===== src/rtl/oflow_apb_master.sv =====
// rtl/oflow_apb_master.sv - APB initiator for the oflow register file, fed by a 4-deep command FIFO
module oflow_apb_master #(
  parameter int ADDR_W      = 8,
  parameter int DATA_W      = 32,
  parameter int FIFO_DEPTH  = 4,
  parameter int TIMEOUT     = 16,
  parameter int RD_DATA_LAT = 1
) (
  input  logic              clk,
  input  logic              reset_N,
  input  logic              cmd_valid,
  output logic              cmd_ready,
  input  logic              cmd_write,
  input  logic [ADDR_W-1:0] cmd_addr,
  input  logic [DATA_W-1:0] cmd_wdata,
  output logic              apb_psel,
  output logic              apb_penable,
  output logic              apb_pwrite,
  output logic [ADDR_W-1:0] apb_addr,
  output logic [DATA_W-1:0] apb_pwdata,
  input  logic              apb_pready,
  input  logic [DATA_W-1:0] apb_prdata,
  output logic              rsp_valid,
  output logic              rsp_write,
  output logic              rsp_err,
  output logic [DATA_W-1:0] rsp_rdata,
  output logic              busy
);

  localparam int AW = (FIFO_DEPTH > 1) ? $clog2(FIFO_DEPTH) : 1;
  localparam int CW = $clog2(TIMEOUT + 1);
  localparam int EW = 1 + ADDR_W + DATA_W;

  typedef enum logic [1:0] {IDLE, SETUP, ACCESS, RDWAIT} state_t;

  state_t        state;
  logic [EW-1:0] mem [FIFO_DEPTH];
  logic [AW-1:0] wr_ptr;
  logic [AW-1:0] rd_ptr;
  logic [AW:0]   count;
  logic [CW-1:0] tcnt;
  logic [EW-1:0] head;
  logic          fifo_empty;
  logic          fifo_full;
  logic          push;
  logic          pop;
  logic          timeout_hit;
  logic          to_rdwait;
  logic          xfer_done;
  logic          next_cmd;

  assign fifo_empty  = (count == '0);
  assign fifo_full   = (count == (AW+1)'(FIFO_DEPTH));
  assign cmd_ready   = !fifo_full;
  assign push        = cmd_valid && !fifo_full;
  assign head        = mem[rd_ptr];
  assign busy        = (state != IDLE) || !fifo_empty;

  // the TIMEOUT-th consecutive not-ready cycle is the one that sees tcnt == TIMEOUT-1
  assign timeout_hit = !apb_pready && (tcnt >= CW'(TIMEOUT - 1));
  assign to_rdwait   = (state == ACCESS) && apb_pready && !apb_pwrite && (RD_DATA_LAT != 0);
  assign xfer_done   = (state == ACCESS) && ((apb_pready && !to_rdwait) || timeout_hit);
  assign next_cmd    = (state == IDLE) || (state == RDWAIT) || xfer_done;
  assign pop         = next_cmd && !fifo_empty;

  always_ff @(posedge clk) begin
    if (push) mem[wr_ptr] <= {cmd_write, cmd_addr, cmd_wdata};
  end

  always_ff @(posedge clk or negedge reset_N) begin
    if (!reset_N) begin
      wr_ptr <= '0;
      rd_ptr <= '0;
      count  <= '0;
    end else begin
      if (push) wr_ptr <= wr_ptr + 1'b1;
      if (pop)  rd_ptr <= rd_ptr + 1'b1;
      case ({push, pop})
        2'b10:   count <= count + 1'b1;
        2'b01:   count <= count - 1'b1;
        default: ;
      endcase
    end
  end

  always_ff @(posedge clk or negedge reset_N) begin
    if (!reset_N) begin
      state       <= IDLE;
      tcnt        <= '0;
      apb_psel    <= 1'b0;
      apb_penable <= 1'b0;
      apb_pwrite  <= 1'b0;
      apb_addr    <= '0;
      apb_pwdata  <= '0;
      rsp_valid   <= 1'b0;
      rsp_write   <= 1'b0;
      rsp_err     <= 1'b0;
      rsp_rdata   <= '0;
    end else begin
      rsp_valid <= 1'b0;
      case (state)
        IDLE: ;
        SETUP: begin
          state       <= ACCESS;
          apb_penable <= 1'b1;
          tcnt        <= '0;
        end
        ACCESS: begin
          if (!apb_pready && (tcnt != CW'(TIMEOUT))) tcnt <= tcnt + 1'b1;
          if (to_rdwait) begin
            state       <= RDWAIT;
            apb_psel    <= 1'b0;
            apb_penable <= 1'b0;
          end else if (xfer_done) begin
            rsp_valid <= 1'b1;
            rsp_write <= apb_pwrite;
            rsp_err   <= !apb_pready;
            rsp_rdata <= (apb_pready && !apb_pwrite) ? apb_prdata : '0;
          end
        end
        RDWAIT: begin
          rsp_valid <= 1'b1;
          rsp_write <= apb_pwrite;
          rsp_err   <= 1'b0;
          rsp_rdata <= apb_prdata;
        end
        default: state <= IDLE;
      endcase
      // chain straight into the next SETUP so back-to-back commands skip IDLE
      if (next_cmd) begin
        if (!fifo_empty) begin
          state                              <= SETUP;
          apb_psel                           <= 1'b1;
          apb_penable                        <= 1'b0;
          {apb_pwrite, apb_addr, apb_pwdata} <= head;
        end else begin
          state       <= IDLE;
          apb_psel    <= 1'b0;
          apb_penable <= 1'b0;
        end
      end
    end
  end

endmodule


===== config.mk =====
export PLATFORM = sky130hd
export DESIGN_NAME = oflow_apb_master
export DESIGN_NICKNAME = d
export VERILOG_FILES = /design/src/rtl/oflow_apb_master.sv
export SDC_FILE = /design/constraint.sdc
export NUM_CORES = 1
export LEC_CHECK = 0
export CAP_MARGIN = 20
export CORE_MARGIN = 10
export CORE_UTILIZATION = 38
export CTS_CLUSTER_DIAMETER = 80
export CTS_CLUSTER_SIZE = 25
export DETAILED_ROUTE_END_ITERATION = 8
export GPL_ROUTABILITY_DRIVEN = 1
export MAX_ROUTING_LAYER = met4
export PLACE_DENSITY = 0.67
export SETUP_SLACK_MARGIN = 0.1
export SLEW_MARGIN = 30
export SYNTH_ARGS = -nofsm -noshare
export SYNTH_HDL_FRONTEND = slang
export SYNTH_SLANG_ARGS = --single-unit
export TNS_END_PERCENT = 50

===== constraint.sdc =====
create_clock -name clk -period 2.7 [get_ports clk]
set_input_delay 0.81 -clock clk [delete_from_list [all_inputs] [get_ports clk]]
set_output_delay 0.81 -clock clk [all_outputs]
set_load 0.1 [all_outputs]

==> impl_results.md, run 1 <==
* Area of the die at 33,600 um^2
* Max Cap Viol at 0
* Least-Margin Pin Slew at 0.673 ns
* Syn Nets at 635
* Top cell type's share of synthesized area at 48.7%
* CTS Buf Count at 15
* Clock transition at the registers of the reported paths at 0.09 ns
* Post-synth top flop: edfxtp_1
* Min Hold Slack at 0.346 ns
* Post-route DRC at 0
* Status: completed
* Critical Path Start Type: primary input
* Starting DRT DRC Count at 248
* Starting Density at 38.7%
* Dpl hpwl at 14.3 mm
* Ys async rst share at 35.9%
* Critical Path End Type: flop
* Final hold violation count at 0
* Final #Nets at 816
* Syn_area_per_cell at 18.6 um^2
* HP Class: in -> async
* Via count at 5,216
* Seq cells post-synth at 256
* Slew headroom at 55.1%
* Diode count at 0
* H-tree lvl count at 1
* Clock Sinks at 256
* Setup Total Neg Slack at 0 ns
* Mapped Cells at 545
* Cell Area, Synth at 10,100 um^2
* Max Fclk at 0.392 GHz
* Routability congestion estimate at 0.806
* Synth area leaders: edfxtp_1 49%, dfrtp_1 23%, mux4_2 9.1%
* Fin crit share at 94.5%
* Final global-route overflow total at 0
* Vias in the first global route at 5,804
* # fillers at 2,234
* Post-route antenna net violation count at 0
* Final setup vio count at 0
* WP data required at 3.08 ns
* GRT Util Overall at 13.0%
* Fin crit period at 2.55 ns
* WL per Instance at 20.0 um
* Synthesis warning total at 0
* Horiz. Die Dim at 183 um
* I/O pins at 157
* First-pass GRT wire length at 33.5 mm
* Pins Over Slew Limit at 0
* Clock Latency Late Sink at 0.49 ns
* CP Data Arrival Time at 2.93 ns
* Critical path type: in -> reg
* Port bufs at 156
* Via density at 4.88
* Pin count of the biggest net entering global routing at 44
* Routed Wire Length at 21.4 mm
* # hold bufs at CTS at 0
* Pre-CTS WS at -0.351 ns
* Fin Clk Skew at 0.0167 ns
* Root Buffer: clkbuf_16
* Cell count of the worst reg-to-reg path at 13
* Top post-synthesis cells by count: 164 x edfxtp_1, 92 x dfrtp_1, 48 x inv_1
* Core ar. at 26,100 um^2
* Post-synthesis sequential area ratio at 71.4%
* RSZ-0062 raised after global routing: true
* Layout cell share with drive strength beyond 1 at 32.2%
* Synth unique cells at 38
* Antenna violations before repair at 0
* Count leader, synth: edfxtp_1
* Yosys top cell by area: edfxtp_1
* Crit path max fanout at 33
* Die height at 183 um
* Number of synthesized flops with an enable pin at 164
* Row cnt at 59
* Clock tree from TritonCTS: built
* Post-route setup slack at 0.149 ns
* DRT Pass-1 Iters at 4
* Worst-case clock buffer depth at 3
* Area Growth Syn to Fin at 24.0%
==> sequential cells by signal (all words and copies together) (netlist names) <==
name and flops:
apb_addr 8, apb_penable 1, apb_psel 1, apb_pwdata 32, apb_pwrite 1, count 3, mem 164, rd_ptr 2
rsp_err 1, rsp_rdata 32, rsp_valid 1, rsp_write 1, state 2, tcnt 5, wr_ptr 2
==> per-stage QoR <==
step | cells | area [um^2] | util (%)
floorplan | 545 | 10100 | -
global placement | 1038 | 12000 | 46.1
detailed placement | 1038 | 12000 | 46.1
CTS | 1064 | 12500 | 47.8
global route | 1069 | 12500 | 48.0
finish | 1069 | 12500 | 48.0
==> worst paths after layout <==
path	startpoint	endpoint	slack, ns
min	reset_N	apb_pwdata[13]	0.35
max in group asynchronous	reset_N	rsp_rdata[1]	1.72
max reg2reg	tcnt[0]	count[2]	0.15
min reg2reg	apb_addr[3]	apb_addr[3]	0.52
min in group clk	apb_addr[3]	apb_addr[3]	0.52
max	apb_pready	apb_addr[0]	0.15
==> logic make-up after synthesis <==
kind of cell	after synthesis	share of synthesized area, %
adders and majority gates	13	1.68
AOI/OAI and AO/OA	19	1.50
and+or+nand+nor	62	2.73
muxes	119	18.8
buffers and inverters	70	3.37
xor gates and xnor gates	6	0.519
DFF	256	71.4
==> worst max-delay path, cell delays in order <==
cell and delay (ns):
clkdlybuf4s50_1 0.47, or2b_1 0.25, o211ai_4 0.10, a21o_4 0.26, inv_6 0.06, buf_4 0.53, mux2_2 0.41
==> per-layer routing <==
layer  routed length, um  global-route usage [%]  vias up
li1                    -                       -     2371
met1                9550                    16.2     2672
met2               10300                    21.6      148
met3                1190                    2.85       25
met4                 310                    2.23        0
met5                   0                       -        -
==> timing repair <==
action                     CTS  global route
buffers inserted             1             5
pin swaps                    0             7
gates resized for setup      0             3
setup endpoints to repair    1            34
==> placed cells by master, fill, tap and decap left out, types with 2 or more instances in the layout <==
cell type	count
nor2_1	2
mux4_2	41
buf_12	6
inv_1	47
mux2_2	6
dfrtp_1	89
mux2_4	38
a21oi_1	2
ha_1	9
clkinv_8	2
mux2i_1	34
xor2_1	3
clkbuf_1	4
dfrtp_2	2
o211ai_1	3
ha_4	2
nand4_1	2
xnor2_1	3
nand2_1	46
o31ai_1	2
inv_6	3
and3_2	4
clkbuf_16	15
clkdlybuf4s50_1	75
o21ai_0	3
buf_4	104
edfxtp_1	164
==> layout make-up <==
class / count / area [um^2] / area share, %
flip-flops and latches: 256 / 7230 / 57.6
multi-input cells: 219 / 2610 / 20.8
repair buffers: 185 / 1650 / 13.2
well taps: 335 / 419 / 3.34
clock buffers: 19 / 390 / 3.11
inverters: 49 / 189 / 1.51
clock inverters: 6 / 60.1 / 0.479
Power of run 1 is left out: the tool's default activity adds up to more than one toggle a clock period on the data nets, which glitch-free logic cannot reach.
==> inputs of run 2 (changes only) <==
- clock period: 2.7 -> 2.1 ns (I/O delays scaled with it)
==> run 2 against run 1 <==
The flow now finishes with violations (negative setup slack). Critical endpoint is now count[2]. Routed wire length increased by 2.5%. Global-route usage increased by 0.35 points. Final cell count increased by 1.9%.
==> impl_results.md, run 2 (same netlist as run 1, synthesis figures left out) <==
* Status: finished, violations left
* Failing checks: negative setup slack
* Crit path max fanout at 3
* Met1 GRT Util at 16.8%
* DRT Pass-1 Iters at 4
* Cell Area, Placed at 13,300 um^2
* Port bufs at 156
* Grt met2 use at 21.6%
* Max Fclk at 0.395 GHz
* I/O pins at 157
* GR peak layer: met2
* Root Buffer: clkbuf_16
* Post-route DRC at 0
* Horiz. Die Dim at 183 um
* Routability congestion estimate at 0.777
* Critical path type: reg -> reg
* Final #Nets at 834
* Critical Path Start Type: flop
* Inst Count DP at 1,058
* Clock tree from TritonCTS: built
* Min Hold Slack at 0.0763 ns
* Area Growth Syn to Fin at 36.8%
* Max Cap Viol at 0
* Least-Margin Pin Slew at 0.448 ns
* Final setup vio count at 79
* CTS Buf Count at 15
* Reg2reg setup slack at -0.43 ns
* H-tree lvl count at 1
* Clock Sinks at 256
* Routed Wire Length at 21.9 mm
* Largest Register: mem
* Core ar. at 26,100 um^2
* RSZ-0062 raised after global routing: true
* First-pass GRT wire length at 34.5 mm
* Post-route setup slack at -0.434 ns
* CP Data Arrival Time at 2.90 ns
* Fin area at 13,800 um^2
* Slew headroom at 70.1%
* Area of the die at 33,600 um^2
* Final hold violation count at 0
* Fin crit period at 2.53 ns
* Via density at 4.91
* Starting Density at 38.7%
* Max FFs per register at 164
* Starting DRT DRC Count at 260
* Worst-case clock buffer depth at 3
* GRT Util Overall at 13.3%
* Row cnt at 59
* Pin count of the biggest net entering global routing at 39
* Die height at 183 um
* Layout cell share with drive strength beyond 1 at 34.4%
* Critical Path End Type: flop
* WL per Instance at 20.1 um
* Fin crit share at 121%
* Most frequent cells in the layout: 164 x edfxtp_1, 95 x buf_12, 89 x dfrtp_1
* Largest regs: mem (164), apb_pwdata (32), rsp_rdata (32)
* Via count at 5,345
* Antenna violations before repair at 2
* Clock transition at the registers of the reported paths at 0.09 ns
* WP data required at 2.47 ns
* HP Class: in -> async
* M3 GR Usage at 3.56%
* Fin Clk Skew at 0.0314 ns
* Vias in the first global route at 5,900
* Clock Latency Late Sink at 0.49 ns
* Dpl hpwl at 15.5 mm
* Pins Over Slew Limit at 0
* Fin cells at 1,089
* Final global-route overflow total at 0
* Commonest non-fill, non-tap cell in the layout: edfxtp_1
* Post-route antenna net violation count at 0
run 2: changes by cell type in the layout (fill, tap and decap cells not counted), moves of 2 or more:
cell | before | now
buf_12 | 6 | 95
buf_4 | 104 | 31
and3_2 | 4 | 1
and3_4 | 1 | 4
clkinv_8 | 2 | 0
diode_2 | 0 | 2
inv_1 | 47 | 45
inv_2 | 1 | 3
run 2: layout make-up:
type	count	area (um^2)
multi-input combinational	219	2640
clock inverter	5	51.3
sequential	256	7230
antenna	2	5.00
inverter	49	189
timing repair buffer	203	2910
clock buffer	20	394
fill	2086	12300
tap	335	419
run 2: timing repair:
action                                  4_1_cts  5_1_grt
pin swaps                                    11       10
endpoints found under the hold margin         0        0
endpoints found under the setup margin       82       84
hold buffers                                  0        0
buffers inserted                              4        2
resized for setup                             7        6
run 2: per-layer routing:
metal,up-vias,routed length (um)
met3,18,1490
met5,-,0
met2,172,10500
met4,0,274
met1,2743,9650
li1,2412,-
run 2: per-stage QoR:
step / worst slack (ns) / setup TNS, ns / utilization (%)
after CTS: -0.420 / -14.80 / 52.9
after detailed placement: -0.746 / -39.51 / 50.9
after global routing: -0.484 / -20.58 / 53.0
after global placement: -0.688 / -36.43 / 50.9
after floorplan: -0.622 / -23.62 / -
final: -0.434 / -16.18 / 53.0
run 2: worst paths after layout:
path / cells past startpoint / from / end
setup / recovery: 13 / tcnt[1] / count[2]
hold / removal: 1 / reset_N / apb_pwdata[6]
setup reg to reg: 13 / tcnt[1] / count[2]
hold reg to reg: 1 / count[2] / count[2]
max in group asynchronous: 2 / reset_N / rsp_rdata[25]
min in group clk: 1 / count[2] / count[2]
run 2: critical path, cell delays in order, from the launching register on:
cell and delay (ns):
dfrtp_1 0.41, ha_2 0.20, and3_4 0.17, ha_4 0.15
or3_4 0.35, o211ai_4 0.20, a21o_4 0.17, inv_6 0.04
ha_4 0.15, inv_2 0.05, fa_2 0.18, xor2_1 0.16
nor2_1 0.07, xor2_1 0.13
Power of run 2 is left out for the same reason.
==> inputs of run 3 (changes only) <==
- HOLD_SLACK_MARGIN: not set -> 0.02
==> results of run 3 <==
No change in the layout: final DEF, timing and power equal those of run 2.
Power of run 3 is left out for the same reason.
